`src/rtl/orb_descriptor_framer.sv`:
```
// ORB BRIEF output framer: masks and caps keypoints, frames them between start/end
// records and buffers the records in a valid/ready FIFO.
module orb_descriptor_framer #(
   parameter int DESC_BITS  = 256,
   parameter int POS_W      = 16,
   parameter int BORDER     = 15,
   parameter int IMG_W      = 640,
   parameter int IMG_H      = 480,
   parameter int FIFO_DEPTH = 16,
   parameter int MAX_KP     = 1023,
   localparam int REC_W     = DESC_BITS + 2 * POS_W,
   localparam int CNT_W     = $clog2(MAX_KP + 1)
) (
   input  logic                 i_clk,
   input  logic                 i_rst,
   input  logic                 i_vs,
   input  logic                 i_hs,
   input  logic                 i_kp,
   input  logic [DESC_BITS-1:0] i_desc,
   output logic                 o_valid,
   input  logic                 i_ready,
   output logic                 o_start,
   output logic                 o_end,
   output logic [REC_W-1:0]     o_value,
   output logic [CNT_W-1:0]     o_kp_count,
   output logic                 o_overflow
);

   localparam int AW = $clog2(FIFO_DEPTH);
   localparam int CW = $clog2(IMG_W + 1);
   localparam int RW = $clog2(IMG_H + 1);
   localparam int MW = REC_W + 2;

   typedef enum logic {
      IDLE,
      FRAME
   } state_t;

   state_t state, state_nx;

   // Input stage
   logic                 vs_r, vs_p, hs_r, kp_r, armed;
   logic [DESC_BITS-1:0] desc_r;
   logic [CW-1:0]        col_r;
   logic [RW-1:0]        row_r;

   // Frame bookkeeping
   logic [CNT_W-1:0] kp_cnt;
   logic             ovf;

   // FIFO
   logic [MW-1:0] mem [FIFO_DEPTH];
   logic [AW-1:0] wptr, rptr;
   logic [AW:0]   count;
   logic [AW:0]   free;
   logic [MW-1:0] head;

   // Decisions
   logic             vs_rise, vs_fall, kp_ok, in_mask;
   logic             push, pop;
   logic             w_start, w_end;
   logic [REC_W-1:0] w_data;
   logic             kp_inc, ovf_set, clr;
   logic [POS_W-1:0] pos_x, pos_y;

   always_ff @(posedge i_clk or posedge i_rst) begin
      if (i_rst) begin
         vs_r   <= 1'b0;
         vs_p   <= 1'b0;
         hs_r   <= 1'b0;
         kp_r   <= 1'b0;
         armed  <= 1'b0;
         desc_r <= '0;
         col_r  <= '0;
         row_r  <= '0;
      end else begin
         vs_r   <= i_vs;
         vs_p   <= vs_r;
         hs_r   <= i_hs;
         kp_r   <= i_kp;
         desc_r <= i_desc;
         // a frame already running at reset release must not look like a rise
         armed  <= armed | ~i_vs;
         if (i_hs) begin
            col_r <= hs_r ? col_r + CW'(1) : '0;
         end
         if (i_vs && !vs_r) begin
            row_r <= '0;
         end else if (!i_hs && hs_r) begin
            row_r <= row_r + RW'(1);
         end
      end
   end

   assign vs_rise = vs_r & ~vs_p & armed;
   assign vs_fall = ~vs_r & vs_p;

   assign in_mask = (col_r > CW'(BORDER))
                 && (col_r < CW'(IMG_W - BORDER))
                 && (row_r > RW'(BORDER))
                 && (row_r < RW'(IMG_H - BORDER));

   assign kp_ok = kp_r & hs_r & in_mask;

   assign pos_x = POS_W'(col_r) - POS_W'(BORDER);
   assign pos_y = POS_W'(row_r) - POS_W'(BORDER);

   assign free = (AW + 1)'(FIFO_DEPTH) - count;
   assign pop  = o_valid & i_ready;

   always_ff @(posedge i_clk or posedge i_rst) begin
      if (i_rst) begin
         state <= IDLE;
      end else begin
         state <= state_nx;
      end
   end

   always_comb begin
      state_nx = state;
      push     = 1'b0;
      w_start  = 1'b0;
      w_end    = 1'b0;
      w_data   = '0;
      kp_inc   = 1'b0;
      ovf_set  = 1'b0;
      clr      = 1'b0;
      unique case (state)
         IDLE: begin
            if (vs_rise) begin
               if (free >= (AW + 1)'(2)) begin
                  push     = 1'b1;
                  w_start  = 1'b1;
                  clr      = 1'b1;
                  state_nx = FRAME;
               end else begin
                  ovf_set = 1'b1;
               end
            end
         end
         FRAME: begin
            if (vs_fall) begin
               push     = 1'b1;
               w_end    = 1'b1;
               w_data   = REC_W'({ovf, kp_cnt});
               state_nx = IDLE;
            end else if (kp_ok) begin
               // one slot stays reserved so the end record always fits
               if (kp_cnt < CNT_W'(MAX_KP)
                   && free >= (AW + 1)'(2)) begin
                  push   = 1'b1;
                  w_data = {desc_r, pos_y, pos_x};
                  kp_inc = 1'b1;
               end else begin
                  ovf_set = 1'b1;
               end
            end
         end
         default: state_nx = IDLE;
      endcase
   end

   always_ff @(posedge i_clk or posedge i_rst) begin
      if (i_rst) begin
         kp_cnt <= '0;
         ovf    <= 1'b0;
      end else begin
         if (clr) begin
            kp_cnt <= '0;
            ovf    <= 1'b0;
         end else begin
            if (kp_inc) begin
               kp_cnt <= kp_cnt + CNT_W'(1);
            end
            if (ovf_set) begin
               ovf <= 1'b1;
            end
         end
      end
   end

   always_ff @(posedge i_clk or posedge i_rst) begin
      if (i_rst) begin
         wptr  <= '0;
         rptr  <= '0;
         count <= '0;
      end else begin
         if (push) begin
            wptr <= wptr + AW'(1);
         end
         if (pop) begin
            rptr <= rptr + AW'(1);
         end
         unique case ({push, pop})
            2'b10:   count <= count + (AW + 1)'(1);
            2'b01:   count <= count - (AW + 1)'(1);
            default: count <= count;
         endcase
      end
   end

   always_ff @(posedge i_clk) begin
      if (push) begin
         mem[wptr] <= {w_start, w_end, w_data};
      end
   end

   assign head    = mem[rptr];
   assign o_valid = (count != '0);

   always_comb begin
      o_start = 1'b0;
      o_end   = 1'b0;
      o_value = '0;
      if (o_valid) begin
         {o_start, o_end, o_value} = head;
      end
   end

   assign o_kp_count = kp_cnt;
   assign o_overflow = ovf;

endmodule

```
`config.mk`:
```
export PLATFORM = sky130hd
export DESIGN_NAME = orb_descriptor_framer
export DESIGN_NICKNAME = d
export VERILOG_FILES = /design/src/rtl/orb_descriptor_framer.sv
export SDC_FILE = /design/constraint.sdc
export NUM_CORES = 2
export LEC_CHECK = 0
export BUFFER_PORTS_ARGS = -buffer_cell sky130_fd_sc_hd__buf_4
export CAP_MARGIN = 20
export CORE_ASPECT_RATIO = 0.7
export CORE_MARGIN = 4
export CORE_UTILIZATION = 45
export DETAILED_ROUTE_END_ITERATION = 16
export PLACE_DENSITY_LB_ADDON = 0.15
export SYNTH_ARGS = -nofsm -noshare
export SYNTH_HDL_FRONTEND = slang
export SYNTH_MEMORY_MAX_BITS = 65536
export SYNTH_SLANG_ARGS = --single-unit
```
`constraint.sdc`:
```
create_clock -name i_clk -period 36.6 [get_ports i_clk]
set_input_delay 5.49 -clock i_clk [delete_from_list [all_inputs] [get_ports i_clk]]
set_output_delay 5.49 -clock i_clk [all_outputs]
set_load 0.02 [all_outputs]
```
# Word-level counts from Yosys, hierarchy flattened
# Memories as Yosys holds them, arrays and structs flattened.
# Index checks and enable logic that the tools add are counted.
[classes] add_sub_neg=10 n_lt_le_gt_ge=6 eq_ne=2 mux=36 bitwise_logic=11 reduce_logical=13
[ops] operator="$mux 288" n=5
[ops] operator="$mux 10" n=3
[ops] operator="$mux 1" n=22
[ops] operator="$add 10x1->10 const B" n=2
[ops] operator="$lt 10x10->1 const B" n=2
[ops] operator="$mux 9" n=2
[ops] operator="$sub 10x4->11 const B" n=1
[ops] operator="$gt 10x4->1 const B" n=1
[ops] operator="$pmux 5 s2" n=1
[ops] operator="$sub 9x4->10 const B" n=1
[ops] operator="$add 9x1->9 const B" n=1
[ops] operator="$gt 9x4->1 const B" n=1
[ops] operator="$lt 9x9->1 const B" n=1
[ops] operator="$add 4x1->4 const B" n=2
[ops] operator="$reduce_bool 2->1" n=4
[ops] operator="$and 1x1->1" n=6
[ops] operator="$logic_and 1x1->1" n=6
[ops] operator="$pmux 1 s2" n=3
[ops] operator="$add 5x1->5 const B" n=1
[ops] operator="$ge 5x2->1 const B" n=1
[ops] operator="$reduce_bool 5->1" n=1
[ops] operator="$sub 5x1->5 const B" n=1
[ops] operator="$sub 5x5->5 const A" n=1
[ops] operator="$not 1->1" n=4
[ops] operator="4 further kinds" n=5
[word_totals] register_bits=305 ram_bits=4640 input_bits=262 out_inout_bits=302 wordCells=93 mem_count=1
[memory_table] name="mem" words=16 word_bits=290 read_ports=1 rd_clocked_by_memory_dff=0 write_ports=1 line="52" text="logic [MW-1:0] mem [FIFO_DEPTH];"

# Depth between registers and ports, before layout
[depth] depth_word=10 mapped_depth=19

# Worst setup path before layout
# No wires, ideal clock.
[synth_path] path_type="flip-flop to flip-flop" from="reg count[0]" to="mem mem[2][0] (netlist bit) (enable)" setup_time_ns=0.929 arrival_time_ns=13.802 required_time_ns=35.671 slack_ns=21.869 path_stages_with_launch=11 path_buffers=1 synth_period_minus_slack_ns=14.731 path_cell_list="dfrtp_1 > inv_1 > ha_1 > nor3b_1 > ha_1 > o2111ai_1 > nand2_2 > inv_1 > a311oi_4 > buf_2 > nor2_1"
[synth_between] elab_chain_cells=9 elab_cells_between_ends=11 classes_between="1 x add/sub; 1 x order compare; 8 x mux; 1 x reduce/logical"
[synth_rtl] item="from (decl)" line="54" text="logic [AW:0] count;"
[synth_rtl] item="from (signal assigned)" line="195" text="2'b10: count <= count + (AW + 1)'(1);"
[synth_rtl] item="from (signal assigned)" line="196" text="2'b01: count <= count - (AW + 1)'(1);"
[synth_rtl] item="from (signal assigned)" line="197" text="default: count <= count;"
[synth_rtl] item="$sub 5x5->5 *" line="108" text="assign free = (AW + 1)'(FIFO_DEPTH) - count;"
[synth_rtl] item="$ge 5x2->1 *" line="131, 150"
[synth_rtl] item="$logic_and 1x1->1" line="150" text="&& free >= (AW + 1)'(2)) begin"
[synth_rtl] item="$mux 1" line="149" text="if (kp_cnt < CNT_W'(MAX_KP)"
[synth_rtl] item="$mux 1" line="147" text="end else if (kp_ok) begin"
[synth_rtl] item="$mux 1" line="142" text="if (vs_fall) begin"
[synth_rtl] item="$pmux 1 s2 *" line="128" text="unique case (state)"
[synth_rtl] item="$mux 1 *" line="203" text="if (push) begin"
[synth_rtl] item="$mux 1 (not written as such) *" line="204" text="mem[wptr] <= {w_start, w_end, w_data};"
[synth_rtl] item="to (decl)" line="52"
# Mark *: on every way between the ends. The rest lies on a longest branch, timed or not.

# Worst setup path in the final report
[layout_path] from="reg rptr[0]" to="out o_value[240]"
[layout_between] elab_chain_cells=2
[layout_rtl] item="from (decl)" line="53" text="logic [AW-1:0] wptr, rptr;"
[layout_rtl] item="from (signal assigned)" line="192" text="rptr <= rptr + AW'(1);"
[layout_rtl] item="$mem_v2 16x290"
[layout_rtl] item="$mux 288" line="215" text="if (o_valid) begin"
[layout_rtl] item="to (decl)" line="24" text="output logic [REC_W-1:0] o_value,"
# Every way passes these cells.

==> run metrics <==
status=finished clean; overall routing resource usage=21.9%; drt total wl=454 mm; mux share of post-synthesis cell area=17.5%; Starting Density=45.2%; main combinational cell family by area after synthesis=multiplexers; # Post-CTS Setup Buffers=0; Async S/R FF share, synth=6.37%; dominant synthesized flop cell=edfxtp_1; Post-Synthesis Cell Area=0.181 sq mm; Final Hold Viols=0; Max Slew Vio Count=0; most common cell after layout, fill and taps aside=edfxtp_1; Mapped Cells=7,473; Num CTS Buffers=449; CP max stage delay=1010 ps; crit-path max FO=49; Post-Synth XOR/XNOR Area=0.169%; Slew headroom=26.9%; final core occ=51.7%; CTS tree=yes; Die H=538 um; Ports=564; Final WS setup=23,260 ps; share of layout cells above drive strength 1=33.0%; commonest cells after routing, fill and taps aside=4,480 x edfxtp_1, 1,400 x mux4_2, 728 x buf_4; minimum clock period=13,340 ps; maximum vdd ir drop=66.3 uV; Post-Place Cells=13,100; DIE AREA=0.412 sq mm; WHS Path Cells=1; setup TNS=0 ps; DR pass1 iterations=5; port buffer count=563; CTS Hold Bufs=0; clk sinks=4,785; Leakage=67.5 nW; pre-CTS setup slack=23,970 ps; gr ovfl total=0; Max Clock Skew=45.9 ps; worst r2r path cells=13; RSZ-0062 raised after global routing=false; Area Growth Syn to Fin=14.3%; Critical Path RT=31,110 ps; antenna violations before repair=24; Critical Path Start Type=register; library cells used by synthesis=57; HPWL Detailed=234 mm; sequential-to-total area share from yosys stat=78.6%; first-pass GRT wire length=650 mm; DRC errors left=0; crit path buf inv count=6; Worst Setup End Kind=output port; filler cell count=30,700; row cnt=194; R2R setup slack=30,130 ps; Root Driver=clkbuf_16; worst-path cell chain=buf_4 > buf_4 > buf_4 > buf_4 > buf_4 > mux4_2 > mux4_2 > and2_1 > buf_4; Final Setup Violations=0; Pwr Total=15.7 mW; MaxCap Viol Count=0; critical path's most frequent cell=buf_4; htree depth=5; core area=0.400 sq mm; synthesized flop and latch total=4,785; Cell Count, Final, Fillers Out=14,000; routability congestion estimate=0.746; Arrival @ worst endpoint=7850 ps; Simple-Gate Fraction of Synth Area=2.35%; fin crit share=36.5%; Post-synth EDFFs=4,480; Synth Area in Compound Gates=0.250%; worst hold path class=register to register; CP max-delay cell=dfrtp_4; R2R Path End=mem[10][187]; reg-to-reg startpoint=count[0]; Nets=8,533; multi-input logic area=0.0370 sq mm; Clock Pin Slew Worst Setup and Hold Paths=70 ps; P per Cell Area=76.0 mW/mm^2; cell family with most CP delay=buffers and inverters; clk buf depth=4; Max Clock Freq=0.0750 GHz; Wirelength per Cell=32.5 um; Final ANT Viol Nets=0; post-synthesis adder-cell area fraction=0.104%; post_cts resized=0; critical setup path kind=register to output port; via count=81,900; Die W=766 um; Iter 0 DRT Violations=8,686; syn_area_per_cell=24.2 sq um; HP Start=armed; Clock Latency Late Sink=990 ps; largest net degree at the start of global routing=161; WHS Endpoint=armed; Warnings, synthesis=0; Worst-Margin Slew=1100 ps; number of global-route vias before repair=85,800; storage element area=0.142 sq mm; Via density=5.87
## synth_stat cells, types with 7 or more instances
| cell | count | share of area [%] |
|---|---|---|
| buf_2 | 73 | 0.20 |
| nor2_1 | 47 | 0.098 |
| and3_1 | 263 | 0.91 |
| a21oi_1 | 8 | 0.022 |
| xnor2_1 | 21 | 0.10 |
| or4_1 | 7 | 0.029 |
| buf_4 | 12 | 0.050 |
| ha_1 | 15 | 0.10 |
| o21ai_0 | 17 | 0.047 |
| nor2b_1 | 7 | 0.024 |
| nand3_1 | 25 | 0.069 |
| a22o_1 | 8 | 0.039 |
| mux4_2 | 1400 | 17 |
| nand2_1 | 35 | 0.073 |
| buf_1 | 49 | 0.10 |
| edfxtp_1 | 4480 | 74 |
| inv_1 | 17 | 0.035 |
| dfrtp_1 | 305 | 4.2 |
| xor2_1 | 14 | 0.068 |
| clkbuf_1 | 298 | 0.62 |
| nor3_1 | 13 | 0.036 |
| and2_1 | 283 | 0.98 |
## report_power, final
group | total, mW | internal, mW | switching (mW)
sequential | 6.38 | 6.25 | 0.131
clock | 4.69 | 2.65 | 2.03
combinational | 4.65 | 2.10 | 2.55
total | 15.7 | 11.0 | 4.72
## area by class of cell
cell class	count	share of cell area [%]
timing repair buffer	753	2.87
sequential	4785	68.8
inverter	17	0.0381
tap	5292	3.20
antenna	12	0.0145
multi-input combinational	2250	17.9
clock buffer	587	5.88
clock inverter	256	1.28
## cell families after synthesis
family	after synthesis
AND/OR/NAND/NOR	711
other	1
flip-flops	4785
buffers and inverters	453
multiplexers	1411
adder cells (fa/ha/maj)	15
AO/OA/AOI/OAI	62
XOR/XNOR	35
## through the flow
stage | hold slack (ps) | area (sq um)
global placement | 477 | 192000
CTS | 500 | 207000
detailed placement | 472 | 192000
finish | 497 | 207000
floorplan | 444 | 181000
global route | 529 | 207000
## worst max-delay path by stage
stage	from	endpoint	slack, ps	cells past startpoint
floorplan	count[0]	mem[2][0]	21870	10
global placement	rptr[0]	o_value[240]	23980	9
detailed placement	rptr[0]	o_value[240]	23970	9
CTS	rptr[0]	o_value[240]	22840	9
global route	rptr[0]	o_value[240]	22390	9
finish	rptr[0]	o_value[240]	23260	9
## flip-flops by register name (all words and copies together), names as in the netlist
name        flops
armed           1
col_r          10
count           5
desc_r        256
hs_r            1
kp_r            1
mem          4480
o_kp_count     10
o_overflow      1
row_r           9
rptr            4
state           1
vs_p            1
vs_r            1
wptr            4
## worst register-to-register path: stages (launching register included)
cell and delay, ps:
dfrtp_1 490, inv_1 120, ha_1 240, nor3b_1 150
ha_1 320, o2111ai_1 230, nand2_2 260, inv_1 580
a311oi_4 80, buf_4 290, nor2_4 830, buf_4 790
buf_4 860, buf_4 750
## per-layer routing
layer  global-route usage (%)  up-vias  wire [um]
met4                     4.85        0       9760
li1                         -    33300          -
met2                     37.1     2511     233000
met1                     30.7    45500     188000
met5                        0        -          0
met3                     2.63      559      23200
(Power assumes the default switching activity.)
